$ cat src/rtl/ddr5_request_queue.sv
// DDR5 scheduler front-end request queue.
// Admits trace requests once the CPU-cycle counter reaches their timestamp, decodes the
// physical address into DRAM coordinates at write time and presents the oldest entry.
module ddr5_request_queue #(
    parameter int unsigned DEPTH   = 16,
    parameter bit          SKIP_EN = 1'b1
) (
    input  logic        clk,
    input  logic        rst,
    input  logic        req_valid,
    output logic        req_ready,
    input  logic [63:0] req_time,
    input  logic [3:0]  req_core,
    input  logic [1:0]  req_op,
    input  logic [33:0] req_addr,
    output logic        out_valid,
    input  logic        out_ready,
    output logic [63:0] out_time,
    output logic [3:0]  out_core,
    output logic [1:0]  out_op,
    output logic [15:0] out_row,
    output logic [9:0]  out_col,
    output logic [1:0]  out_bank,
    output logic [2:0]  out_bank_group,
    output logic        out_channel,
    output logic [63:0] cycle,
    output logic [$clog2(DEPTH):0] count,
    output logic        op_err
);

    localparam int unsigned PW = $clog2(DEPTH);
    localparam logic [PW:0] FULL = (PW + 1)'(DEPTH);

    typedef struct packed {
        logic [63:0] tstamp;
        logic [3:0]  core;
        logic [1:0]  op;
        logic [15:0] row;
        logic [9:0]  col;
        logic [1:0]  bank;
        logic [2:0]  bank_group;
        logic        channel;
    } entry_t;

    entry_t        mem [DEPTH];
    entry_t        wr_entry;
    entry_t        head;
    logic [PW-1:0] wr_ptr_q, rd_ptr_q;
    logic [PW:0]   count_q, count_d;
    logic [63:0]   cycle_q, cycle_d, cycle_inc;
    logic          op_err_q;
    logic          accept, push, pop;
    logic          unused_byte_sel;

    // Byte select within the burst is not part of the DRAM coordinates.
    assign unused_byte_sel = ^req_addr[1:0];

    // Admission is combinational; reset holds it low even though state already reads idle.
    assign req_ready = !rst && (count_q < FULL) && (req_time <= cycle_q);
    assign accept    = req_valid && req_ready;
    assign push      = accept && (req_op != 2'd3);
    assign pop       = out_valid && out_ready;
    assign out_valid = (count_q != '0);
    assign cycle     = cycle_q;
    assign count     = count_q;
    assign op_err    = op_err_q;
    assign head      = mem[rd_ptr_q];

    // Decode the address into DRAM fields as the entry is written.
    always_comb begin
        wr_entry            = '0;
        wr_entry.tstamp     = req_time;
        wr_entry.core       = req_core;
        wr_entry.op         = req_op;
        wr_entry.row        = req_addr[33:18];
        wr_entry.col        = {req_addr[17:12], req_addr[5:2]};
        wr_entry.bank       = req_addr[11:10];
        wr_entry.bank_group = req_addr[9:7];
        wr_entry.channel    = req_addr[6];
    end

    // Next cycle count: free-running, jumping ahead over idle time when nothing is queued.
    always_comb begin
        cycle_inc = cycle_q + 64'd1;
        cycle_d   = cycle_inc;
        if (SKIP_EN && (count_q == '0) && req_valid && (req_time > cycle_inc)) begin
            cycle_d = req_time;
        end
    end

    // Occupancy update; a simultaneous push and pop leaves it unchanged.
    always_comb begin
        count_d = count_q;
        unique case ({push, pop})
            2'b10:   count_d = count_q + 1'b1;
            2'b01:   count_d = count_q - 1'b1;
            default: count_d = count_q;
        endcase
    end

    // Control state: pointers, occupancy, cycle counter and illegal-op pulse.
    always_ff @(posedge clk or posedge rst) begin
        if (rst) begin
            wr_ptr_q <= '0;
            rd_ptr_q <= '0;
            count_q  <= '0;
            cycle_q  <= '0;
            op_err_q <= 1'b0;
        end else begin
            if (push) wr_ptr_q <= wr_ptr_q + 1'b1;
            if (pop)  rd_ptr_q <= rd_ptr_q + 1'b1;
            count_q  <= count_d;
            cycle_q  <= cycle_d;
            op_err_q <= accept && (req_op == 2'd3);
        end
    end

    // Entry storage; contents need no reset because count gates visibility.
    always_ff @(posedge clk) begin
        if (push) mem[wr_ptr_q] <= wr_entry;
    end

    // Head presentation, forced to zero whenever the queue is empty.
    always_comb begin
        out_time       = '0;
        out_core       = '0;
        out_op         = '0;
        out_row        = '0;
        out_col        = '0;
        out_bank       = '0;
        out_bank_group = '0;
        out_channel    = 1'b0;
        if (out_valid) begin
            out_time       = head.tstamp;
            out_core       = head.core;
            out_op         = head.op;
            out_row        = head.row;
            out_col        = head.col;
            out_bank       = head.bank;
            out_bank_group = head.bank_group;
            out_channel    = head.channel;
        end
    end

endmodule
$ cat config.mk
export PLATFORM = sky130hd
export DESIGN_NAME = ddr5_request_queue
export DESIGN_NICKNAME = d
export VERILOG_FILES = /design/src/rtl/ddr5_request_queue.sv
export SDC_FILE = /design/constraint.sdc
export NUM_CORES = 2
export LEC_CHECK = 0
export CAP_MARGIN = 20
export CORE_AREA = 2 2 437 352
export DETAILED_ROUTE_END_ITERATION = 10
export DIE_AREA = 0 0 439 354
export GPL_TIMING_DRIVEN = 1
export MAX_ROUTING_LAYER = met4
export PLACE_DENSITY = 0.75
export SLEW_MARGIN = 10
export SYNTH_ARGS = -nofsm -noshare
export SYNTH_HDL_FRONTEND = slang
export SYNTH_SLANG_ARGS = --single-unit
$ cat constraint.sdc
create_clock -name clk -period 28 [get_ports clk]
set_clock_uncertainty 0.05 [all_clocks]
set_input_delay 2.8 -clock clk [delete_from_list [all_inputs] [get_ports clk]]
set_output_delay 2.8 -clock clk [all_outputs]
set_load 0.01 [all_outputs]
==> summary.md <==
| Metric | Value |
|---|---|
| Nets | between 3,000 and 4,000 |
| Die area | 155,000 um^2 |
| Leakage power | around 26 nW |
| Final Max Tran Viols | 0 |
| CP Data Required Time | roughly 25 ns |
| Unrepaired setup endpoints after global routing | false |
| Root Driver | clkbuf_16 |
| Clk sinks | 1,710 |
| Synth unique cells | 53 |
| Cts repair resizes | 0 |
| Clk_lat worst skew | 0.81 ns |
| Synth Instances | 3,242 |
| DR WL/cell | approximately 29 um |
| Vias in the first global route | 34,800 |
| Yosys Warn Count | 0 |
| Crit Reg-Reg Endpoint | cycle[1] |
| Chip height | roughly 350 um |
| Crit path max fanout | 19 |
| Syn_area_per_cell | 21.4 um^2 |
| Endpoint class of the critical path | output port |
| Sequential share of the synthesized area | 73.6% |
| Total CTS buffers | about 170 |
| Total power | a little under 0.008 W |
| Dominant cells by area after synthesis | edfxtp_1 (71%), mux4_2 (17%), dfrtp_1 (2.8%) |
| Vias | between 30,000 and 40,000 |
| CP arrival | 7.63 ns |
| R2R cell count | 17 |
| Status | finished clean |
| Antenna-violating nets left | 0 |
| First-pass GRT wire length | 242 mm |
| Largest net degree at the start of global routing | 155 |
| Mapped Nets | about 3,500 |
| Reg-to-reg slack, setup | 20.65 ns |
| Area Overhead vs Synth | 15.8% |
| Min-Delay Endpoint | wr_ptr_q[0] |
| Clk buf depth | 3 |
| Initial antenna violation count | 14 |
| Layout cells sized above 1 | 22.8% |
| Area of the core | 151,000 um^2 |
| Yosys top cell area share | a little over two thirds |
| Startpoint class of the critical path | input pin |
| Max H-tree Level | 4 |
| Die Span X | 439 um |
| Grt ovf | 0 |
| Mapped cell area | 69,200 um^2 |
| DRC Markers | 0 |
| Final setup vio count | 0 |
| Worst slew pin tran | 1.14 ns |
| Worst R2R Start | cycle[2] |
| Beginning of the worst hold path | wr_ptr_q[0] |
| Clock slew at reported path FFs | 0.06 ns |
| Slew margin rel. | 24.2% |
| CTS tree | done |
| Async set-or-reset flop fraction in the synthesized netlist | 4.56% |
| IO Pins | 282 |
| Setup TNS | 0 ns |
| Type of the worst setup path | input pin to output port |
| Final worst path period share | 37.4% |
| 1st-pass router iterations | 5 |
| Cell taking the most area after synthesis | edfxtp_1 |
| F_max | between 90 and 100 MHz |
| Post-DP HPWL | 90.9 mm |
| Detailed Route WL | 167 mm |
| Vias/cell | 5.87 |
| Worst min path class | register to register |
| Fin. Hold Viols | 0 |
| Number of port buffers | 279 |
| Flip-flop and latch count after synthesis | 1,710 |
| EDFF count, synth | 1,632 |
| Min Tclk post-route | 10.48 ns |
| Total track usage | 22.3% |
| # hold bufs at CTS | 0 |
| Placement row count | 128 |
| VDD IR-drop max | 0.118 mV |
| Hold path cells | 1 |
| Ys flop type | edfxtp_1 |
| Iteration-0 DRC Markers | 3,736 |
| Power Density | around 97 nW/um^2 |
| Post-CTS setup buffer count | 0 |
| Routability cong. | 0.796 |
| Initial core utilization | 45.7% |
| Max_cap viols | 0 |
[registers in the layout, summed over array words and instances, names as in the netlist]
signal and count:
rd_ptr_q 4, mem 1632, count 5, cycle 64
wr_ptr_q 4, op_err 1
[power by group]
group,leakage (nW),internal [W],switching [W]
Clock,2.60,0.00121,0.000980
Sequential,15.6,0.00289,0.000140
Combinational,8.00,0.00136,0.00119
Total,26.2,0.00546,0.00231
[worst max path at each step]
stage	depth (start not counted)	endpoint	startpoint	slack, ns
2_1_floorplan	9	mem[2][0]	req_time[30]	12.11
3_3_place_gp	10	req_ready	req_time[26]	17.70
3_5_place_dp	10	req_ready	req_time[26]	17.71
4_1_cts	10	req_ready	req_time[26]	17.68
5_1_grt	10	req_ready	req_time[26]	17.35
6_report	9	req_ready	req_time[26]	17.52
[worst max-delay path, stage by stage]
cell	delay, ns
clkdlybuf4s50_1	0.88
ha_1	0.57
nand4_1	0.12
nor4_1	0.88
nand4_1	0.57
nor2_1	0.48
a21oi_1	0.10
nor3_1	0.56
clkdlybuf4s50_1	0.67
[cell families (layout without fill, tap and decap cells)]
logic type / Yosys count / after routing / synth area share [%]
muxes: 576 / 576 / 17.6
adders and majority gates: 139 / 139 / 2.52
and+or+nand+nor: 346 / 346 / 2.84
DFF: 1710 / 1710 / 73.6
AOI/OAI and AO/OA: 113 / 113 / 0.978
other: 0 / 15 / 0
buffers and inverters: 285 / 800 / 1.57
xor gates and xnor gates: 73 / 73 / 0.924
[layout by cell type, fill, tap and decap left out, drive strengths merged, types with 9 or more instances in the layout]
master and instances:
and2 112, buf 73, and3 10, inv 148, a21oi 49, nor4 14
o21ai 24, clkbuf 205, mux2i 63, mux4 510, a21o 13, nand3 25
dfrtp 78, bufinv 9, clkinv 79, diode 15, nor3 20, edfxtp 1632
nor2 50, nand2 51, nand4 32, clkdlybuf4s50 279, ha 138, xnor2 68
[synth_stat cells (31+ instances only)]
cell type	count
clkbuf_1	92
a21oi_1	49
ha_1	138
mux2i_1	63
buf_1	42
edfxtp_1	1632
mux4_2	510
and2_1	112
dfrtp_1	78
nand2_1	51
inv_1	142
nor2_1	50
xnor2_1	68
nand4_1	31
[per-stage QoR]
step / cell area [um^2] / utilization, % / setup WS (ns) / cells / hold WS [ns]
after global routing: 80100 / 52.9 / 17.35 / 5784 / 0.515
final: 80100 / 52.9 / 17.52 / 5787 / 0.490
after floorplan: 69200 / - / 12.11 / 3242 / 0.448
after detailed placement: 74700 / 49.3 / 17.71 / 5465 / 0.483
after CTS: 80100 / 52.9 / 17.68 / 5771 / 0.495
after global placement: 74700 / 49.3 / 17.70 / 5465 / 0.478
[metal layers]
metal	GRT usage [%]	wire (um)	up-vias	part of all wire, %
met5	-	0	-	0
met4	6.10	4000	0	2.4
met3	3.85	12700	225	7.6
met2	34.8	82500	1423	49
met1	30.5	68100	18100	41
li1	-	-	14200	-
[layout make-up]
cell class | instances | area (um^2)
inverters | 142 | 538
repair buffers | 352 | 3400
diodes | 15 | 37.5
flip-flops and latches | 1710 | 51000
clock buffers | 205 | 4350
fillers | 11500 | 71200
well taps | 2015 | 2520
multi-input cells | 1247 | 17300
clock inverters | 101 | 1050
(Power assumes the default switching activity.)
